[src/rtl/cart_mapper_pkg.sv]
// Shared types and constants for the cartridge bank mapper: lock FSM encoding,
// unlock key bytes and extension-register offsets from EXT_BASE.
package cart_mapper_pkg;

    typedef enum logic [1:0] {
        LK_LOCKED   = 2'd0,
        LK_KEY1     = 2'd1,
        LK_UNLOCKED = 2'd2
    } lock_state_e;

    localparam logic [7:0] LOCK_KEY1   = 8'h4E;
    localparam logic [7:0] LOCK_KEY2   = 8'h53;
    localparam logic [7:0] LOCK_RELOCK = 8'h00;

    localparam logic [7:0] EXT_MASK_L_OFS = 8'd0;
    localparam logic [7:0] EXT_MASK_H_OFS = 8'd1;
    localparam logic [7:0] EXT_APPLY_OFS  = 8'd2;
    localparam logic [7:0] EXT_LOCK_OFS   = 8'd3;

endpackage

[src/rtl/bus_write_sync.sv]
// Brings the asynchronous console write strobes into the FastClk domain, captures
// address/data while the write is active and emits a one-cycle commit on nWE release.
module bus_write_sync (
    input  logic       clk_i,
    input  logic       rst_i,
    input  logic       nsel_i,
    input  logic       nio_i,
    input  logic       nwe_i,
    input  logic [7:0] addr_i,
    input  logic [7:0] data_i,
    output logic       wr_o,
    output logic [7:0] wr_addr_o,
    output logic [7:0] wr_data_o
);

    logic [1:0] sel_sync_q, io_sync_q, we_sync_q;
    logic       we_prev_q;
    logic       cap_vld_q;
    logic [7:0] addr_q, data_q;
    logic       strobe, rise;

    assign strobe = ~we_sync_q[1] & ~sel_sync_q[1] & ~io_sync_q[1];
    assign rise   = we_sync_q[1] & ~we_prev_q;

    always_ff @(posedge clk_i or posedge rst_i) begin
        if (rst_i) begin
            sel_sync_q <= 2'b11;
            io_sync_q  <= 2'b11;
            we_sync_q  <= 2'b11;
            we_prev_q  <= 1'b1;
            cap_vld_q  <= 1'b0;
            addr_q     <= '0;
            data_q     <= '0;
        end else begin
            sel_sync_q <= {sel_sync_q[0], nsel_i};
            io_sync_q  <= {io_sync_q[0], nio_i};
            we_sync_q  <= {we_sync_q[0], nwe_i};
            we_prev_q  <= we_sync_q[1];
            // Bus is stable for the whole low phase, so the last capture wins.
            if (strobe) begin
                addr_q    <= addr_i;
                data_q    <= data_i;
                cap_vld_q <= 1'b1;
            end else if (rise) begin
                cap_vld_q <= 1'b0;
            end
        end
    end

    assign wr_o      = rise & cap_vld_q;
    assign wr_addr_o = addr_q;
    assign wr_data_o = data_q;

endmodule

[src/rtl/cart_bank_mapper.sv]
// Cartridge bank mapper: banked windows with staged atomic 16-bit writes, a linear
// window, an optional AND mask and a key-sequence write lock on the mask registers.
module cart_bank_mapper
    import cart_mapper_pkg::*;
#(
    parameter int unsigned NUM_WINDOWS = 3,
    parameter int unsigned BANK_WIDTH  = 10,
    parameter logic [7:0]  REG_BASE    = 8'hD0,
    parameter logic [7:0]  EXT_BASE    = 8'hE4,
    parameter logic [7:0]  LINEAR_ADDR = 8'hC0
) (
    input  logic                   FastClk,
    input  logic                   Reset,
    input  logic                   nSel,
    input  logic                   nIO,
    input  logic                   nWE,
    input  logic [7:0]             RegAddr,
    input  logic [7:0]             WriteData,
    input  logic [3:0]             AddrHi,
    output logic [7:0]             ReadData,
    output logic                   RegAck,
    output logic [BANK_WIDTH-1:0]  BankOut,
    output logic [NUM_WINDOWS:0]   WindowHit,
    output logic                   Locked
);

    localparam logic [7:0] MASK_L_ADDR = EXT_BASE + EXT_MASK_L_OFS;
    localparam logic [7:0] MASK_H_ADDR = EXT_BASE + EXT_MASK_H_OFS;
    localparam logic [7:0] APPLY_ADDR  = EXT_BASE + EXT_APPLY_OFS;
    localparam logic [7:0] LOCK_ADDR   = EXT_BASE + EXT_LOCK_OFS;

    logic                                  wr;
    logic [7:0]                            wr_addr, wr_data;
    logic [NUM_WINDOWS-1:0][BANK_WIDTH-1:0] bank_q;
    logic [NUM_WINDOWS-1:0][7:0]           stage_q;
    logic [BANK_WIDTH-1:0]                 mask_q;
    logic [7:0]                            mask_stage_q;
    logic [NUM_WINDOWS:0]                  apply_q;
    logic [7:0]                            linear_q;
    lock_state_e                           state_q, state_d;
    logic [BANK_WIDTH-1:0]                 raw;
    logic                                  mask_en;

    bus_write_sync u_sync (
        .clk_i     (FastClk),
        .rst_i     (Reset),
        .nsel_i    (nSel),
        .nio_i     (nIO),
        .nwe_i     (nWE),
        .addr_i    (RegAddr),
        .data_i    (WriteData),
        .wr_o      (wr),
        .wr_addr_o (wr_addr),
        .wr_data_o (wr_data)
    );

    assign Locked = (state_q != LK_UNLOCKED);

    always_ff @(posedge FastClk or posedge Reset) begin
        if (Reset) begin
            bank_q       <= '1;
            stage_q      <= '1;
            mask_q       <= '1;
            mask_stage_q <= '1;
            apply_q      <= '1;
            linear_q     <= 8'hFF;
        end else if (wr) begin
            for (int w = 0; w < NUM_WINDOWS; w++) begin
                if (wr_addr == REG_BASE + 8'(2 * w))
                    stage_q[w] <= wr_data;
                if (wr_addr == REG_BASE + 8'(2 * w + 1))
                    bank_q[w] <= {wr_data[BANK_WIDTH-9:0], stage_q[w]};
            end
            if (wr_addr == LINEAR_ADDR)
                linear_q <= wr_data;
            if (!Locked) begin
                if (wr_addr == MASK_L_ADDR) mask_stage_q <= wr_data;
                if (wr_addr == MASK_H_ADDR) mask_q <= {wr_data[BANK_WIDTH-9:0], mask_stage_q};
                if (wr_addr == APPLY_ADDR)  apply_q <= wr_data[NUM_WINDOWS:0];
            end
        end
    end

    always_ff @(posedge FastClk or posedge Reset) begin
        if (Reset) state_q <= LK_LOCKED;
        else       state_q <= state_d;
    end

    always_comb begin
        state_d = state_q;
        if (wr && wr_addr == LOCK_ADDR) begin
            case (state_q)
                LK_LOCKED:   if (wr_data == LOCK_KEY1) state_d = LK_KEY1;
                LK_KEY1:     state_d = (wr_data == LOCK_KEY2) ? LK_UNLOCKED : LK_LOCKED;
                LK_UNLOCKED: if (wr_data == LOCK_RELOCK) state_d = LK_LOCKED;
                default:     state_d = LK_LOCKED;
            endcase
        end
    end

    // Register reads expose committed values only; staging bytes are write-only.
    always_comb begin
        ReadData = '0;
        RegAck   = 1'b0;
        for (int w = 0; w < NUM_WINDOWS; w++) begin
            if (RegAddr == REG_BASE + 8'(2 * w)) begin
                RegAck   = 1'b1;
                ReadData = bank_q[w][7:0];
            end
            if (RegAddr == REG_BASE + 8'(2 * w + 1)) begin
                RegAck   = 1'b1;
                ReadData = 8'(bank_q[w][BANK_WIDTH-1:8]);
            end
        end
        if (RegAddr == MASK_L_ADDR) begin
            RegAck   = 1'b1;
            ReadData = mask_q[7:0];
        end
        if (RegAddr == MASK_H_ADDR) begin
            RegAck   = 1'b1;
            ReadData = 8'(mask_q[BANK_WIDTH-1:8]);
        end
        if (RegAddr == APPLY_ADDR) begin
            RegAck   = 1'b1;
            ReadData = 8'(apply_q);
        end
        if (RegAddr == LOCK_ADDR) begin
            RegAck   = 1'b1;
            ReadData = 8'(state_q);
        end
        if (RegAddr == LINEAR_ADDR) begin
            RegAck   = 1'b1;
            ReadData = linear_q;
        end
    end

    always_comb begin
        WindowHit = '0;
        raw       = '0;
        mask_en   = 1'b0;
        for (int w = 0; w < NUM_WINDOWS; w++) begin
            if (AddrHi == 4'(w + 1)) begin
                WindowHit[w] = 1'b1;
                raw          = bank_q[w];
                mask_en      = apply_q[w];
            end
        end
        if (AddrHi > 4'(NUM_WINDOWS)) begin
            WindowHit[NUM_WINDOWS] = 1'b1;
            raw                    = BANK_WIDTH'({linear_q, AddrHi});
            mask_en                = apply_q[NUM_WINDOWS];
        end
    end

    assign BankOut = mask_en ? (raw & mask_q) : raw;

endmodule

[config.mk]
export PLATFORM = sky130hd
export DESIGN_NAME = cart_bank_mapper
export DESIGN_NICKNAME = d
export VERILOG_FILES = /design/src/rtl/cart_mapper_pkg.sv /design/src/rtl/bus_write_sync.sv /design/src/rtl/cart_bank_mapper.sv
export SDC_FILE = /design/constraint.sdc
export NUM_CORES = 1
export LEC_CHECK = 0
export CAP_MARGIN = 25
export CORE_UTILIZATION = 45
export CTS_CLUSTER_DIAMETER = 50
export DETAILED_ROUTE_END_ITERATION = 10
export GPL_ROUTABILITY_DRIVEN = 0
export GPL_TIMING_DRIVEN = 0
export SLEW_MARGIN = 5
export SYNTH_ARGS = -nofsm -noshare
export SYNTH_HDL_FRONTEND = slang
export SYNTH_SLANG_ARGS = --single-unit
[constraint.sdc]
create_clock -name FastClk -period 6.3 [get_ports FastClk]
set_input_delay 1.26 -clock FastClk [delete_from_list [all_inputs] [get_ports FastClk]]
set_output_delay 1.26 -clock FastClk [all_outputs]
set_load 0.005 [all_outputs]
==> results.cfg <==
[synth]
postSynthNetCount = 439
synth.area.top_cells = dfstp_2 (44%), mux2_2 (22%), dfrtp_1 (8.8%), mux2i_1 (1.5%), nand2_1 (1.3%)
syn_area_um2 = 5410
seq_area_frac_synth = 0.530
post-synth-top-area-cell = dfstp_2
postSynth.asyncResetShare = 1.00
synth-edff-count = 0
postSynthAreaPerCell_um2 = 13.1
synth_flop_cell = dfstp_2
synth.yosys.warnings = 0
synth-seq-cells = 110
post-synth-top-area-fraction = 0.442
synthTopCellsByCount = mux2_2 (108), dfstp_2 (91), dfrtp_1 (19), nand2_1 (19), clkbuf_1 (13)
synthesized_instance_count = 414
most_used_standard_cell_by_instance_count_after_synthesis = mux2_2
synth.distinct_cells = 59

[drt]
first_pass_iters = 8
antenna_violating_nets_post_route = 0
number_of_remaining_drc_errors = 6
drt-initial-drc-count = 265
drt-wirelength-per-cell_um = 22.8
route.final.wire_length_um = 14200
route.detailed.vias_per_inst = 6.08
detailroute.via_count = 3780

[cts]
cts.hold.buffers_added = 0
clkSinkCount = 110
cts.reportedPaths.clkPinSlew_ns = 0.07
clockRootBuffer = clkbuf_16
post-cts-setup-buffer-count = 0
cts_buffer_depth = 2
ctsResizeCount = 0
clock_network_latency_to_the_later_pin_of_the_worst_skew_pair_ns = 0.36
tritoncts = built
numCtsBuffers = 9
ctsHtreeMaxLevel = 3

[critical_path]
setup.worst_path.start_class = input pin
critical-path-slowest-cell = nor2_1
path_class = input pin to output port
cpLargestDelayFamily = buffers and inverters
timing.critical_path.slowest_cell_delay_ns = 0.56
worst_ep_required_time_ns = 5.04
cp_common_cell = clkdlybuf4s50_1
critical_path_buf_inv_count = 3
worstPathMaxFanout = 10
arrival_ns = 3.89
cp-end-kind = output port
sequence_of_cells_on_the_critical_path = clkdlybuf4s50_1 > clkbuf_1 > nand2b_1 > nor2_1 > a22oi_1 > o221ai_1 > clkdlybuf4s50_1

[sta]
relSlewSlack = 0.555
slew_violations = 0
fmax_mhz = 194
setup_ws_ns = 1.15
fin_worst_skew_ns = 0.00793
grt_setup_unrepaired = false
finalHoldViolations = 0
timing.setup.tns_ns = 0
finalCriticalPeriod_ns = 5.15
max_slew.worst_pin.slew_ns = 0.665
setup-violations-final = 0
layout_worst_path_cycle_share = 0.817

[placed_design]
port-buffer-count = 47
place_inst = 605
place_ws_ns = 1.12
hpwlAfterDp_um = 10100

[grt]
pin_count_of_the_biggest_net_entering_global_routing = 60
globalRoute.totalOverflow = 0
global_route.usage.total = 0.241
antenna_found_initial = 0
vias_in_the_first_global_route = 3831
grt_first_pass_wirelength_um = 22400

[floorplanning]
initial_core_util = 0.468
dieArea_um2 = 12500
core-area_um2 = 11600
core.rowCount = 39
die_x_um = 112
top_level_i_o_count = 49
die-height_um = 112

[run_status]
failed_checks = design-rule violations
run_status = complete, but fails checks

[cells_and_area]
synthToLayoutAreaGrowth_pct = 17.8
finalNonFillerCells = 622
final_layout_size_suffix_gt1_frac = 0.509
num_antenna_cells = 0
final_net_count = 499

[pwr]
peakVddDrop_mv = 0.163
total_leakage_power_uw = 0.00254
total_power_uw = 1480
cellPowerDensity_nw_per_um2 = 233

[job]
max_cap_violations = 0

[hold_path]
hold_class = flip-flop to flip-flop
-- metal layers --
| metal | share of wire | up-vias | global-route usage |
|---|---|---|---|
| li1 | - | 1685 | - |
| met1 | 0.45 | 1937 | 0.324 |
| met2 | 0.48 | 136 | 0.393 |
| met3 | 0.053 | 22 | 0.0577 |
| met4 | 0.016 | 0 | 0.0613 |
| met5 | 0 | - | 0 |
-- stage by stage --
stage                      util  hold WS [ns]  area, um2
final                     0.551         0.358       6370
after global routing      0.551         0.363       6370
after CTS                 0.551         0.360       6370
after detailed placement  0.527         0.347       6090
after global placement    0.524         0.347       6060
after floorplan               -         0.345       5410
-- cells by family after synthesis --
family | share of synthesized area
flip-flops | 0.530
AO/OA/AOI/OAI | 0.0937
AND/OR/NAND/NOR | 0.106
multiplexers | 0.244
buffers and inverters | 0.0271
-- final timing paths --
kind	startpoint	to	depth (start not counted)	slack [ns]
min in group asynchronous	Reset	bank_q[4]	2	1.70
setup reg to reg	u_sync.we_sync_q[1]	mask_stage_q[2]	4	4.27
setup / recovery	RegAddr[5]	ReadData[6]	7	1.15
max in group asynchronous	Reset	bank_q[21]	3	4.22
hold / removal	u_sync.sel_sync_q[0]	u_sync.sel_sync_q[1]	0	0.36
hold reg to reg	u_sync.sel_sync_q[0]	u_sync.sel_sync_q[1]	0	0.36
-- registers in the layout (all words and copies together) (netlist names) --
signal / count
apply_q: 4
bank_q: 30
linear_q: 8
mask_q: 10
mask_stage_q: 8
stage_q: 24
state_q: 2
u_sync.cap_vld_q: 1
u_sync.io_sync_q: 2
u_sync.sel_sync_q: 2
u_sync.we_prev_q: 1
u_sync.we_sync_q: 2
u_sync.wr_addr_o: 8
u_sync.wr_data_o: 8
-- layout make-up --
cell class,instances,area [um2]
tap,143,179
clock buffer,10,229
clock inverter,6,51.3
multi-input combinational,272,2400
timing repair buffer,49,503
sequential,110,2870
buffer,24,116
fill,1009,5190
inverter,8,32.5
-- power breakdown --
part	switching [uW]	internal, uW	leakage (uW)
Combinational	80.7	71.0	0.00124
Clock	272	276	0.000138
Sequential	37.8	746	0.00117
-- cell usage in the layout (no fill, tap or decap), drive strengths merged, types with 4 or more instances in the layout --
cell / n
buf: 12
dfstp: 91
inv: 13
o21ai: 8
a21oi: 7
nor2: 10
dfrtp: 19
nor3: 7
nand2b: 8
nor4: 4
o221a: 7
a22oi: 5
and4b: 4
a221o: 6
clkbuf: 24
or3: 6
clkdlybuf4s50: 47
o221ai: 5
nand2: 19
mux2i: 8
nor2b: 6
mux2: 108
nand4b: 6
Power figures use the tool's default switching activity.
